$ cat config.mk
export PLATFORM = sky130hd
export DESIGN_NAME = rob_multiport
export DESIGN_NICKNAME = d
export VERILOG_FILES = /design/src/rtl/rob_pkg.sv /design/src/rtl/rob_ptr.sv /design/src/rtl/rob_multiport.sv
export SDC_FILE = /design/constraint.sdc
export NUM_CORES = 2
export LEC_CHECK = 0
export BUFFER_PORTS_ARGS = -buffer_cell sky130_fd_sc_hd__clkbuf_2
export CORE_ASPECT_RATIO = 1.25
export CORE_MARGIN = 2
export CORE_UTILIZATION = 30
export CTS_CLUSTER_SIZE = 28
export DETAILED_ROUTE_END_ITERATION = 10
export SETUP_SLACK_MARGIN = 0.15
export SLEW_MARGIN = 15
export SYNTH_ARGS = -nofsm -noshare
export SYNTH_HDL_FRONTEND = slang
export SYNTH_SLANG_ARGS = --single-unit
$ cat constraint.sdc
create_clock -name clk -period 5.8 [get_ports clk]
set_clock_uncertainty 0.15 [all_clocks]
set_input_delay 0 -clock clk [delete_from_list [all_inputs] [get_ports clk]]
set_output_delay 0 -clock clk [all_outputs]
set_load 0.05 [all_outputs]
$ cat src/rtl/rob_pkg.sv
// rtl/rob_pkg.sv - shared ROB/LSQ defaults and rollback state encoding
package rob_pkg;
    localparam int ROB_DEPTH  = 16;
    localparam int ROB_PR_W   = 6;
    localparam int ROB_AR_W   = 5;
    localparam int ROB_ADDR_W = 32;
    localparam int ROB_CPL    = 2;
    localparam int ROB_RET    = 2;

    typedef enum logic {
        NORMAL   = 1'b0,
        ROLLBACK = 1'b1
    } rob_state_t;
endpackage

$ cat src/rtl/rob_ptr.sv
// rtl/rob_ptr.sv - wrap-bit circular pointer, increment by k or decrement by one
module rob_ptr #(
    parameter int IDX_W = 4,
    parameter int INC_W = 2
) (
    input  logic             clk,
    input  logic             rst,
    input  logic [INC_W-1:0] inc,
    input  logic             dec,
    output logic [IDX_W:0]   ptr
);
    always_ff @(posedge clk or negedge rst) begin
        if (!rst) ptr <= '0;
        else      ptr <= ptr + (IDX_W+1)'(inc) - (IDX_W+1)'(dec);
    end
endmodule

$ cat src/rtl/rob_multiport.sv
// rtl/rob_multiport.sv - multi-port reorder buffer with in-order retire and tail rollback
module rob_multiport
    import rob_pkg::*;
#(
    parameter int DEPTH  = ROB_DEPTH,
    parameter int PR_W   = ROB_PR_W,
    parameter int AR_W   = ROB_AR_W,
    parameter int ADDR_W = ROB_ADDR_W,
    parameter int CPL    = ROB_CPL,
    parameter int RET    = ROB_RET,
    parameter int IDX_W  = $clog2(DEPTH)
) (
    input  logic                  clk,
    input  logic                  rst,
    input  logic                  isDispatch,
    input  logic                  MemOp,
    input  logic                  RegDest,
    input  logic [PR_W-1:0]       PR_old_DP,
    input  logic [PR_W-1:0]       PR_new_DP,
    input  logic [AR_W-1:0]       rd_DP,
    input  logic                  hazard_stall,
    output logic [IDX_W-1:0]      dp_rob_num,
    input  logic [CPL-1:0]        complete,
    input  logic [CPL*IDX_W-1:0]  rob_number,
    input  logic [CPL*ADDR_W-1:0] jb_addr,
    input  logic [CPL-1:0]        changeFlow,
    output logic [RET-1:0]        retire_valid,
    output logic [RET-1:0]        retire_reg,
    output logic [RET*PR_W-1:0]   PR_old_RT,
    output logic [RET-1:0]        retire_LWST,
    output logic [RET*IDX_W-1:0]  retire_rob,
    output logic                  full,
    output logic                  empty,
    output logic [IDX_W:0]        count,
    output logic                  recover,
    output logic                  RegDest_out,
    output logic [PR_W-1:0]       PR_old_flush,
    output logic [PR_W-1:0]       PR_new_flush,
    output logic [AR_W-1:0]       rd_flush,
    output logic [IDX_W-1:0]      out_rob_num,
    output logic                  changeFlow_out,
    output logic [ADDR_W-1:0]     changeFlow_addr
);
    localparam int RC_W = $clog2(RET + 1);

    rob_state_t state_q, state_d;
    logic [IDX_W:0]   head, tail;
    logic [IDX_W-1:0] head_idx, tail_idx, last_idx, idx;
    logic [DEPTH-1:0] valid_q, done_q, cf_q;
    logic             memop_q  [DEPTH];
    logic             regdst_q [DEPTH];
    logic [PR_W-1:0]  pr_old_q [DEPTH];
    logic [PR_W-1:0]  pr_new_q [DEPTH];
    logic [AR_W-1:0]  rd_q     [DEPTH];
    logic [ADDR_W-1:0] addr_q  [DEPTH];
    logic [IDX_W-1:0] cpl_idx  [CPL];
    logic             do_dp, redirect, stop;
    logic [RC_W-1:0]  n_ret;

    assign head_idx   = head[IDX_W-1:0];
    assign tail_idx   = tail[IDX_W-1:0];
    assign last_idx   = tail_idx - IDX_W'(1);
    assign count      = tail - head;
    assign full       = (count == (IDX_W+1)'(DEPTH));
    assign empty      = (count == '0);
    assign dp_rob_num = tail_idx;
    assign do_dp      = isDispatch && !full && !hazard_stall && (state_q == NORMAL);
    assign recover    = (state_q == ROLLBACK) && (tail != head);
    assign changeFlow_out = redirect;

    always_comb begin
        for (int p = 0; p < CPL; p++) cpl_idx[p] = rob_number[p*IDX_W +: IDX_W];
    end

    // A redirecting entry retires but closes the retire window behind it.
    always_comb begin
        stop            = (state_q != NORMAL);
        idx             = '0;
        n_ret           = '0;
        redirect        = 1'b0;
        changeFlow_addr = '0;
        retire_valid    = '0;
        retire_reg      = '0;
        PR_old_RT       = '0;
        retire_LWST     = '0;
        retire_rob      = '0;
        for (int i = 0; i < RET; i++) begin
            idx = head_idx + IDX_W'(i);
            if (!stop && valid_q[idx] && done_q[idx]) begin
                retire_valid[i]                = 1'b1;
                retire_reg[i]                  = regdst_q[idx];
                PR_old_RT[i*PR_W +: PR_W]      = pr_old_q[idx];
                retire_LWST[i]                 = memop_q[idx];
                retire_rob[i*IDX_W +: IDX_W]   = idx;
                n_ret                          = n_ret + RC_W'(1);
                if (cf_q[idx]) begin
                    redirect        = 1'b1;
                    changeFlow_addr = addr_q[idx];
                    stop            = 1'b1;
                end
            end else begin
                stop = 1'b1;
            end
        end
    end

    always_comb begin
        state_d = state_q;
        case (state_q)
            NORMAL:   if (redirect) state_d = ROLLBACK;
            ROLLBACK: if (tail == head) state_d = NORMAL;
            default:  state_d = NORMAL;
        endcase
    end

    always_comb begin
        RegDest_out  = 1'b0;
        PR_old_flush = '0;
        PR_new_flush = '0;
        rd_flush     = '0;
        out_rob_num  = '0;
        if (recover) begin
            RegDest_out  = regdst_q[last_idx];
            PR_old_flush = pr_old_q[last_idx];
            PR_new_flush = pr_new_q[last_idx];
            rd_flush     = rd_q[last_idx];
            out_rob_num  = last_idx;
        end
    end

    rob_ptr #(.IDX_W(IDX_W), .INC_W(1)) u_tail (
        .clk(clk), .rst(rst), .inc(do_dp), .dec(recover), .ptr(tail)
    );

    rob_ptr #(.IDX_W(IDX_W), .INC_W(RC_W)) u_head (
        .clk(clk), .rst(rst), .inc(n_ret), .dec(1'b0), .ptr(head)
    );

    // Ports are walked high to low so the lowest port's flow info lands last.
    always_ff @(posedge clk or negedge rst) begin
        if (!rst) begin
            state_q <= NORMAL;
            valid_q <= '0;
            done_q  <= '0;
            cf_q    <= '0;
        end else begin
            state_q <= state_d;
            if (do_dp) begin
                valid_q[tail_idx] <= 1'b1;
                done_q[tail_idx]  <= 1'b0;
                cf_q[tail_idx]    <= 1'b0;
            end
            if (state_q == NORMAL) begin
                for (int p = CPL - 1; p >= 0; p--) begin
                    if (complete[p] && valid_q[cpl_idx[p]]) begin
                        done_q[cpl_idx[p]] <= 1'b1;
                        cf_q[cpl_idx[p]]   <= changeFlow[p];
                    end
                end
            end
            for (int i = 0; i < RET; i++) begin
                if (retire_valid[i]) valid_q[head_idx + IDX_W'(i)] <= 1'b0;
            end
            if (recover) valid_q[last_idx] <= 1'b0;
        end
    end

    always_ff @(posedge clk) begin
        if (do_dp) begin
            memop_q[tail_idx]  <= MemOp;
            regdst_q[tail_idx] <= RegDest;
            pr_old_q[tail_idx] <= PR_old_DP;
            pr_new_q[tail_idx] <= PR_new_DP;
            rd_q[tail_idx]     <= rd_DP;
        end
        if (state_q == NORMAL) begin
            for (int p = CPL - 1; p >= 0; p--) begin
                if (complete[p] && valid_q[cpl_idx[p]] && changeFlow[p])
                    addr_q[cpl_idx[p]] <= jb_addr[p*ADDR_W +: ADDR_W];
            end
        end
    end
endmodule

==> flow_summary.yaml <==
global_routing:
  grt_max_degree: 137
  grt_pass1_wl_um: 225600
  grt.total_usage: 0.1893
  antenna_found_initial: 20
  overflow: 0
  first_global_vias: 31230
yosys:
  synthesis.instances: 2944
  synth_top_area_share: 0.5080
  syn_area_um2: 48230
  seq_area_frac_synth: 0.5387
  syn_area_per_cell_um2: 16.38
  synthArstFlopShare: 0.06743
  yosysWarnings: 0
  synth-seq-cells: 875
  synth_nets: 3071
  synth_top_area_cell: "edfxtp_1"
  post_synth_num_cell_types: 69
  synth_edf_count: 816
  yosys_most_used_dff: "edfxtp_1"
  synthTopCellsByArea: "edfxtp_1, mux4_2, mux2_2"
placement:
  gp_congestion: 0.8499
  dp_hpwl_um: 94210
  dp_slack_ns: 1.026
  numPortBuffers: 191
power_and_ir_drop:
  power.density_nw_per_um2: 485.2
  p_sw_frac: 0.4005
  p_leak_nw: 18.46
  power_frac_comb: 0.492
  p_int_mw: 16.40
  power_mw: 27.35
  ir_drop_uv: 527.2
  clkPwrFrac: 0.225
  power.share.sequential: 0.283
  net-switching-power_mw: 10.95
floorplan:
  die_area_um2: 164000
  ios: 192
  die_w_um: 362.6
  fp.dieH_um: 452.3
  rows: 164
  start_util: 0.3021
  core_um2: 159600
clock_tree:
  clk_path_buf_depth: 3
  numCtsBuffers: 98
  clock_sinks: 875
  clock_latency_ns: 0.73
  cts_tree: "built"
  post_cts_buffers: 0
  root_buffer: "clkbuf_16"
  htreeDepth: 3
  clk_transition_reported_paths_ns: 0.07
route:
  drt.antenna.violating_nets: 0
  vias_per_cell: 5.714
  drtIter0Drc: 2984
  wl_per_cell_um: 29.57
  vias: 30530
  dr.pass1.iters: 8
  drc: 0
  wirelength_um: 158000
critical_path:
  path_cells: "clkinv_1 > ha_4 > or4bb_1 > nand3_1 > o22a_1 > o2111ai_2 > a311o_4 > o21ai_0 > clkbuf_2"
  critPathLaunchType: "flop"
  cp-endpoint: "changeFlow_addr[2]"
  crit_arrival_ns: 5.30
  timing.rr.start: "u_head.ptr[3]"
  reg2reg_depth: 17
  critPathKind: "reg2out"
  regToRegSetupSlack_ns: 1.03
  cp_data_required_time_ns: 5.65
  cpPeakStageDelay_ns: 0.73
  crit_path_end_kind: "output pin"
  cp-startpoint: "u_head.ptr[0]"
  cp_slowest_cell: "o21ai_0"
  cp_max_fo: 28
  r2r_end: "u_tail.ptr[4]"
timing:
  setup_tns_ns: 0
  hold_ws_ns: 0.07012
  setup_slack_ns: 0.3514
  finalMaxSlewViolations: 0
  finalSetupViolCount: 0
  fmax_ghz: 0.1835
  relSlewSlack: 0.2150
  tightest_slew_ns: 1.173
  grt_setup_unrepaired: "no"
  hold_viol: 0
  post-route-period-util: 0.9394
  fin_crit_ns: 5.449
cells_and_area:
  final_cell_mix: "edfxtp_1, mux2_2, mux4_2"
  utilization: 0.3531
  syn2layout_area_growth_pct: 16.86
  final_common_cell: "edfxtp_1"
  nets: 3317
  drive_above_1_share: 0.4509
run_status:
  status: "finished clean"
min_path:
  hold_class: "in2reg"
run:
  max-cap-violations: 0
-- layer usage --
layer / share of wire / GRT usage / up-vias
met1: 0.38 / 0.2345 / 16210
li1: - / - / 12530
met4: 0.035 / 0.06684 / 24
met3: 0.074 / 0.03539 / 342
met2: 0.51 / 0.3294 / 1423
met5: 0.00087 / 0 / -
-- cells in the mapped netlist, types with 11 or more instances --
library cell  instances
o22ai_1              16
o21ai_0              68
inv_1                34
a311oi_1             18
and3_1               32
nor2_1               53
dfrtp_1              59
nor3_1               23
clkbuf_1            160
a22o_1               11
nand2b_1             17
ha_1                 25
mux2i_1              42
mux2_2              513
a221oi_1             37
buf_1                20
nand3_1              22
edfxtp_1            816
nand2_1             230
buf_2                96
mux4_2              454
xnor2_1              11
a21oi_1              37
a211oi_1             13
-- power by group through the flow --
stage | Clock, mW | Sequential, mW | Combinational [mW]
2_1_floorplan | 0 | 7.56 | 9.81
3_3_place_gp | 0 | 7.83 | 13.4
6_report | 6.15 | 7.74 | 13.5
5_1_grt | 6.48 | 7.77 | 14.3
3_5_place_dp | 0 | 7.85 | 13.4
4_1_cts | 6.26 | 7.72 | 13.6
-- critical path: cells and delay by family (launching register included) --
kind,cells,cell delay (ns)
compound gates,4,1.89
fa+ha+maj,1,0.53
buf+inv,2,0.83
flops,1,0.66
simple gates,2,0.61
-- cell families (layout without fill, tap and decap cells) --
| group | Yosys count | count (layout) | share of synthesized area |
|---|---|---|---|
| AO/OA/AOI/OAI | 248 | 248 | 0.03531 |
| XOR/XNOR | 17 | 17 | 0.003087 |
| adder cells (fa/ha/maj) | 28 | 28 | 0.007731 |
| buffers and inverters | 326 | 649 | 0.02918 |
| flip-flops | 875 | 875 | 0.5387 |
| multiplexers | 1017 | 1017 | 0.3445 |
| other | 0 | 1 | 0 |
| AND/OR/NAND/NOR | 433 | 433 | 0.04151 |
-- area by class of cell --
class                      instances  area [µm²]
clock inverter                    51       543.0
timing repair buffer             434        3148
tap                             2075        2596
clock buffer                     126        2609
antenna                            1       2.502
fill                           15220      103300
multi-input combinational       1743       21330
inverter                          38       145.1
sequential                       875       25990
-- sequential cells by signal, indices dropped and copies added (netlist names) --
signal / cells
u_head.ptr: 5
state_q: 1
done_q: 16
valid_q: 16
cf_q: 16
pr_old_q: 96
pr_new_q: 96
rd_q: 80
memop_q: 16
u_tail.ptr: 5
regdst_q: 16
addr_q: 512
-- through the flow --
stage,instance area [µm²],instances
2_1_floorplan,48240,2944
3_3_place_gp,51830,5028
3_5_place_dp,51830,5028
4_1_cts,56350,5342
5_1_grt,56360,5343
6_report,56360,5343
-- what timing repair did --
item	4_1_cts	5_1_grt
hold buffers	137	0
endpoints found under the setup margin	0	1
endpoints found under the hold margin	924	0
resized for setup	0	1
-- how the worst min path moves through the flow --
| stage | end | start | cells after the start | slack (ns) |
|---|---|---|---|---|
| finish | pr_new_q[15][1] | PR_new_DP[1] | 2 | 0.07 |
| global route | rd_q[8][1] | rd_DP[1] | 2 | 0.09 |
| CTS | rd_q[11][2] | rd_DP[2] | 2 | 0.02 |
| detailed placement | u_tail.ptr[2] | rst | 2 | 0.06 |
| global placement | u_tail.ptr[2] | rst | 2 | 0.06 |
| floorplan | cf_q[0] | rst | 0 | -0.45 |
Note: power is estimated with default switching activity, not from simulation.
